## src/rtl/axi_lite_pkg.sv

```systemverilog
// Shared AXI4-Lite definitions: command-master state encoding, response codes and bus widths.
package axi_lite_pkg;

  localparam int unsigned DATA_WIDTH = 32;
  localparam int unsigned STRB_WIDTH = 4;

  typedef enum logic [2:0] {
    ST_IDLE,
    ST_WR,
    ST_WR_RESP,
    ST_RD_ADDR,
    ST_RD_DATA,
    ST_RSP
  } state_t;

  typedef enum logic [1:0] {
    RESP_OKAY   = 2'd0,
    RESP_EXOKAY = 2'd1,
    RESP_SLVERR = 2'd2,
    RESP_DECERR = 2'd3
  } resp_t;

endpackage

```

## src/rtl/axi_lite_cmd_master.sv

```systemverilog
// Single-beat command to AXI4-Lite master sequencer; one transaction in flight, one response per command.
// Optional response-wait timeout with drain of the late beat: define AXI_CMD_TIMEOUT_EN.
module axi_lite_cmd_master
  import axi_lite_pkg::*;
#(
  parameter int unsigned ADDR_WIDTH     = 32,
  parameter int unsigned TIMEOUT_CYCLES = 256
) (
  input  logic                  i_axi_clk,
  input  logic                  i_axi_rst_n,
  input  logic                  i_cmd_valid,
  output logic                  o_cmd_ready,
  input  logic                  i_cmd_write,
  input  logic [ADDR_WIDTH-1:0] i_cmd_addr,
  input  logic [DATA_WIDTH-1:0] i_cmd_wdata,
  input  logic [STRB_WIDTH-1:0] i_cmd_wstrb,
  output logic                  o_rsp_valid,
  input  logic                  i_rsp_ready,
  output logic [DATA_WIDTH-1:0] o_rsp_rdata,
  output logic [1:0]            o_rsp_resp,
  output logic                  o_busy,
  output logic                  o_awvalid,
  output logic [ADDR_WIDTH-1:0] o_awaddr,
  input  logic                  i_awready,
  output logic                  o_wvalid,
  output logic [DATA_WIDTH-1:0] o_wdata,
  output logic [STRB_WIDTH-1:0] o_wstrb,
  input  logic                  i_wready,
  input  logic                  i_bvalid,
  output logic                  o_bready,
  input  logic [1:0]            i_bresp,
  output logic                  o_arvalid,
  output logic [ADDR_WIDTH-1:0] o_araddr,
  input  logic                  i_arready,
  input  logic                  i_rvalid,
  output logic                  o_rready,
  input  logic [1:0]            i_rresp,
  input  logic [DATA_WIDTH-1:0] i_rdata
);

  state_t                r_state, w_state_nxt;
  logic [ADDR_WIDTH-1:0] r_addr;
  logic [DATA_WIDTH-1:0] r_wdata, r_rdata, w_rdata_nxt;
  logic [STRB_WIDTH-1:0] r_wstrb;
  logic [1:0]            r_resp, w_resp_nxt;
  logic                  r_aw_done, r_w_done, w_aw_done_nxt, w_w_done_nxt;
  logic                  w_cmd_fire, w_aw_ok, w_w_ok, w_tmo_hit, w_drain;

`ifdef AXI_CMD_TIMEOUT_EN
  localparam int unsigned TMO_W = (TIMEOUT_CYCLES > 2) ? $clog2(TIMEOUT_CYCLES) : 1;
  logic [TMO_W-1:0] r_tmo_cnt;
  logic             r_drain, w_set_drain;

  assign w_tmo_hit   = (r_tmo_cnt == TMO_W'(TIMEOUT_CYCLES - 1));
  assign w_set_drain = w_tmo_hit && (((r_state == ST_WR_RESP) && !i_bvalid) ||
                                     ((r_state == ST_RD_DATA) && !i_rvalid));
  assign w_drain     = r_drain;

  // Counter restarts on every state change so each response wait starts from zero.
  always_ff @(posedge i_axi_clk or negedge i_axi_rst_n) begin
    if (!i_axi_rst_n) begin
      r_tmo_cnt <= '0;
      r_drain   <= 1'b0;
    end else begin
      if (r_state != w_state_nxt)
        r_tmo_cnt <= '0;
      else if ((r_state == ST_WR_RESP) || (r_state == ST_RD_DATA))
        r_tmo_cnt <= r_tmo_cnt + 1'b1;
      if (w_set_drain)
        r_drain <= 1'b1;
      else if (r_drain && (i_bvalid || i_rvalid))
        r_drain <= 1'b0;
    end
  end
`else
  assign w_tmo_hit = 1'b0;
  assign w_drain   = 1'b0;
`endif

  // Ready is gated by reset so every ready/valid reads 0 while reset is held.
  assign o_cmd_ready = i_axi_rst_n && (r_state == ST_IDLE) && !w_drain;
  assign w_cmd_fire  = i_cmd_valid && o_cmd_ready;
  assign o_busy      = (r_state != ST_IDLE);
  assign o_awvalid   = (r_state == ST_WR) && !r_aw_done;
  assign o_wvalid    = (r_state == ST_WR) && !r_w_done;
  assign o_bready    = (r_state == ST_WR_RESP) || w_drain;
  assign o_arvalid   = (r_state == ST_RD_ADDR);
  assign o_rready    = (r_state == ST_RD_DATA) || w_drain;
  assign o_rsp_valid = (r_state == ST_RSP);
  assign o_awaddr    = r_addr;
  assign o_araddr    = r_addr;
  assign o_wdata     = r_wdata;
  assign o_wstrb     = r_wstrb;
  assign o_rsp_rdata = r_rdata;
  assign o_rsp_resp  = r_resp;

  assign w_aw_ok = r_aw_done || i_awready;
  assign w_w_ok  = r_w_done  || i_wready;

  always_comb begin
    w_state_nxt    = r_state;
    w_aw_done_nxt  = r_aw_done;
    w_w_done_nxt   = r_w_done;
    w_rdata_nxt    = r_rdata;
    w_resp_nxt     = r_resp;
    unique case (r_state)
      ST_IDLE: begin
        if (w_cmd_fire) begin
          w_state_nxt   = i_cmd_write ? ST_WR : ST_RD_ADDR;
          w_aw_done_nxt = 1'b0;
          w_w_done_nxt  = 1'b0;
        end
      end
      ST_WR: begin
        if (w_aw_ok && w_w_ok) begin
          w_state_nxt   = ST_WR_RESP;
          w_aw_done_nxt = 1'b0;
          w_w_done_nxt  = 1'b0;
        end else begin
          w_aw_done_nxt = w_aw_ok;
          w_w_done_nxt  = w_w_ok;
        end
      end
      ST_WR_RESP: begin
        if (i_bvalid) begin
          w_resp_nxt  = i_bresp;
          w_rdata_nxt = '0;
          w_state_nxt = ST_RSP;
        end else if (w_tmo_hit) begin
          w_resp_nxt  = RESP_DECERR;
          w_rdata_nxt = '0;
          w_state_nxt = ST_RSP;
        end
      end
      ST_RD_ADDR: begin
        if (i_arready) w_state_nxt = ST_RD_DATA;
      end
      ST_RD_DATA: begin
        if (i_rvalid) begin
          w_resp_nxt  = i_rresp;
          w_rdata_nxt = i_rdata;
          w_state_nxt = ST_RSP;
        end else if (w_tmo_hit) begin
          w_resp_nxt  = RESP_DECERR;
          w_rdata_nxt = '0;
          w_state_nxt = ST_RSP;
        end
      end
      ST_RSP: begin
        if (i_rsp_ready) w_state_nxt = ST_IDLE;
      end
      default: w_state_nxt = ST_IDLE;
    endcase
  end

  always_ff @(posedge i_axi_clk or negedge i_axi_rst_n) begin
    if (!i_axi_rst_n) begin
      r_state   <= ST_IDLE;
      r_aw_done <= 1'b0;
      r_w_done  <= 1'b0;
      r_addr    <= '0;
      r_wdata   <= '0;
      r_wstrb   <= '0;
      r_rdata   <= '0;
      r_resp    <= '0;
    end else begin
      r_state   <= w_state_nxt;
      r_aw_done <= w_aw_done_nxt;
      r_w_done  <= w_w_done_nxt;
      r_rdata   <= w_rdata_nxt;
      r_resp    <= w_resp_nxt;
      if (w_cmd_fire) begin
        r_addr  <= i_cmd_addr;
        r_wdata <= i_cmd_wdata;
        r_wstrb <= i_cmd_wstrb;
      end
    end
  end

endmodule

```

## config.mk

```make
export PLATFORM = sky130hd
export DESIGN_NAME = axi_lite_cmd_master
export DESIGN_NICKNAME = d
export VERILOG_FILES = /design/src/rtl/axi_lite_pkg.sv /design/src/rtl/axi_lite_cmd_master.sv
export SDC_FILE = /design/constraint.sdc
export NUM_CORES = 1
export LEC_CHECK = 0
export ABC_AREA = 1
export BUFFER_PORTS_ARGS = -buffer_cell sky130_fd_sc_hd__buf_2
export CAP_MARGIN = 20
export CORE_MARGIN = 5
export CORE_UTILIZATION = 35
export DETAILED_ROUTE_END_ITERATION = 10
export MAX_ROUTING_LAYER = met4
export PLACE_DENSITY = 0.74
export SYNTH_ARGS = -nofsm -noshare
export SYNTH_HDL_FRONTEND = slang
export SYNTH_SLANG_ARGS = --single-unit
```

## constraint.sdc

```tcl
create_clock -name i_axi_clk -period 1.6 [get_ports i_axi_clk]
set_clock_uncertainty 0.15 [all_clocks]
set_input_delay 0.08 -clock i_axi_clk [delete_from_list [all_inputs] [get_ports i_axi_clk]]
set_output_delay 0.08 -clock i_axi_clk [all_outputs]
set_load 0.02 [all_outputs]
```

==> impl_metrics.tcl <==
set metrics [dict create \
    final-hold-violation-count 0 \
    fp.dieW_um 126 \
    grt_max_degree 66 \
    synthTopCellsByCount "231 x nand2_1, 107 x dfrtp_1, 106 x nand3_1" \
    synth_flop_cell "dfrtp_1" \
    timing.rr.end "o_rsp_rdata[5]" \
    root_buffer "clkbuf_16" \
    r2r_start "r_state[2]" \
    viasPerCell 4.98 \
    p_int_mw 9.13 \
    max-clock-path-buffers 2 \
    reg2reg_slack_ns -0.15 \
    ys_seq_area_frac 0.569 \
    post-route-period-util 1.09 \
    die-height_um 126 \
    grt_pass1_vias 5378 \
    worstHoldStart "i_arready" \
    num_rows 42 \
    area_growth_pct 88.4 \
    synth_area_leaders "dfrtp_1 57%, nand2_1 18%, nand3_1 11%" \
    cts_tree "yes" \
    p_seq_frac 0.295 \
    power_frac_clock 0.126 \
    final.setup.worst_slack_ns -0.152 \
    crit_type "register to register" \
    slew_violations 0 \
    cts.clk_slew.worst_paths_ns 0.07 \
    io_pins 256 \
    holdWs_ns 0.0141 \
    leakagePower_nw 4.68 \
    slew_headroom 0.419 \
    vdd_drop_max_v 0.00101 \
    htree_levels 3 \
    synth_cell_types 17 \
    worst-r2r-cell-count 9 \
    synth_seq_cells 107 \
    setup_viol_count_final 111 \
    place_ws_ns -0.0504 \
    grt_pass1_wl_mm 28.0 \
    critPathMaxFanout 8 \
    die_area_mm2 0.0159 \
    p_comb_frac 0.578 \
    max-cap-violations 0 \
    sw_frac_of_total 0.466 \
    syn_nets 661 \
    gp_congestion 0.850 \
    numCtsBuffers 9 \
    grt_overflow_total 0 \
    yosysMostFrequentCell "nand2_1" \
    synth.avg_cell_area_um2 8.60 \
    postRouteAntennaNets 0 \
    p_per_area_mw_per_mm2 1930 \
    worstMarginPinSlew_ns 0.872 \
    port_buffers 255 \
    synth_cells 547 \
    hold_path_depth 4 \
    violations "setup timing" \
    dr.first_iter.drc_count 288 \
    diodes 0 \
    dr.pass1.iters 5 \
    initial_core_util 0.357 \
    min_period_ns 1.75 \
    routed_wirelength_mm 20.8 \
    yosysTopAreaCellShare 0.569 \
    worstPathArrival_ns 1.88 \
    syn_area_mm2 0.00470 \
    grt_usage 0.227 \
    holdCritPathClass "input port to register" \
    worst_setup_path_end_kind "register" \
    synth_edf_count 0 \
    outcome "complete, but fails checks" \
    core-area_mm2 0.0132 \
    async_flop_share 1.00 \
    critPathRequiredTime_ns 1.73 \
    grt_setup_unrepaired "yes" \
    dr_total_vias 5440 \
    wl_per_cell_um 19.1 \
    worstHoldEndpoint "r_state[0]" \
    fin_nets 1027 \
    yosysWarnings 0 \
    clkSinkCount 107 \
    insertion_delay_ns 0.35 \
    n_fill_cell 946 \
    layout-drive-gt1-share 0.541 \
    switchingPower_mw 7.96 \
    synth_top_area_cell "dfrtp_1" \
    drc_errors 0 \
    dp_hpwl_mm 10.2 \
    antenna_found_initial 0 \
    start_kind "register" \
    max_freq_mhz 571 \
]
-- worst max path at each step --
stage,end,start,slack [ns],depth (start not counted)
final,o_rsp_rdata[5],r_state[2],-0.15,9
after global routing,o_rsp_rdata[22],r_state[2],-0.21,9
after CTS,o_araddr[14],r_state[1],-0.06,8
after detailed placement,o_araddr[2],r_state[1],-0.05,7
after global placement,o_araddr[26],r_state[1],0.03,7
after floorplan,r_w_done,r_state[1],0.02,8
-- power by group through the flow --
stage          clock network (mW)  registers, mW  logic, mW
2_1_floorplan                   0           6.01       3.24
3_3_place_gp                    0           4.65       6.57
5_1_grt                      2.31           5.20       10.4
3_5_place_dp                    0           4.67       6.68
4_1_cts                      2.20           4.64       7.71
6_report                     2.16           5.05       9.88
-- placed cells by master, fill, tap and decap left out, types with 3 or more instances in the layout --
cell type	Yosys	final
buf_8	0	3
dlygate4sd3_1	0	108
dfrtp_1	107	104
dfrtp_2	0	3
buf_4	36	20
nand2_2	2	79
inv_4	0	4
nand2_1	231	115
clkbuf_16	0	21
buf_12	0	11
nor2_4	2	9
inv_1	12	9
nand4_1	3	3
nand2_4	0	38
buf_16	0	6
buf_6	5	11
nand3_2	0	28
buf_2	15	247
nand3_1	106	76
-- flip-flops by register name, summed over array words and instances, names as in the netlist --
name	cells
o_wstrb	4
o_araddr	32
r_aw_done	1
o_rsp_resp	2
o_wdata	32
o_rsp_rdata	32
r_w_done	1
r_state	3
-- layer usage --
| metal | global-route usage | wire length, um |
|---|---|---|
| met1 | 0.256 | 7660 |
| met2 | 0.385 | 11000 |
| met3 | 0.0377 | 1150 |
| met4 | 0.124 | 1090 |
| met5 | - | 0 |
-- kinds of logic (layout without fill, tap and decap cells) --
logic type	after synthesis	in the layout	share of synthesized area
buffers and inverters	79	448	0.104
DFF	107	107	0.569
AOI/OAI and AO/OA	4	4	0.00479
and+or+nand+nor	357	358	0.322
-- layout make-up --
class | count | area [um^2] | area share
timing repair buffer | 418 | 3320 | 0.375
clock inverter | 3 | 23.8 | 0.00268
sequential | 107 | 2680 | 0.303
inverter | 15 | 66.3 | 0.00748
tap | 176 | 220 | 0.0249
multi-input combinational | 362 | 2290 | 0.259
clock buffer | 12 | 256 | 0.0289
-- critical path: stages (launching register included) --
cell and delay, ns:
dfrtp_2 0.45, buf_6 0.15, buf_6 0.11, nand4_1 0.08, nand2_2 0.09, nor2_4 0.15, buf_12 0.17, clkbuf_16 0.17
nand3_2 0.06, nand2_1 0.08
-- stage by stage --
stage | utilization | power (mW) | instance area (um^2) | TNS [ns] | std cells
after CTS | 0.583 | 14.5 | 7690 | -3.33 | 1074
after global routing | 0.672 | 17.9 | 8860 | -14.73 | 1093
final | 0.672 | 17.1 | 8860 | -9.00 | 1093
after global placement | 0.453 | 11.2 | 5970 | 0 | 931
after detailed placement | 0.453 | 11.4 | 5970 | -1.66 | 931
after floorplan | - | 9.26 | 4700 | 0 | 547
-- what timing repair did --
item / in CTS / in global routing
setup endpoints to repair: 110 / 114
resized for setup: 38 / 220
pin swaps: 6 / 31
hold buffers: 108 / 0
setup buffers: 15 / 5
endpoints found under the hold margin: 212 / 0
gates cloned: 5 / 15
(Power assumes the default switching activity.)
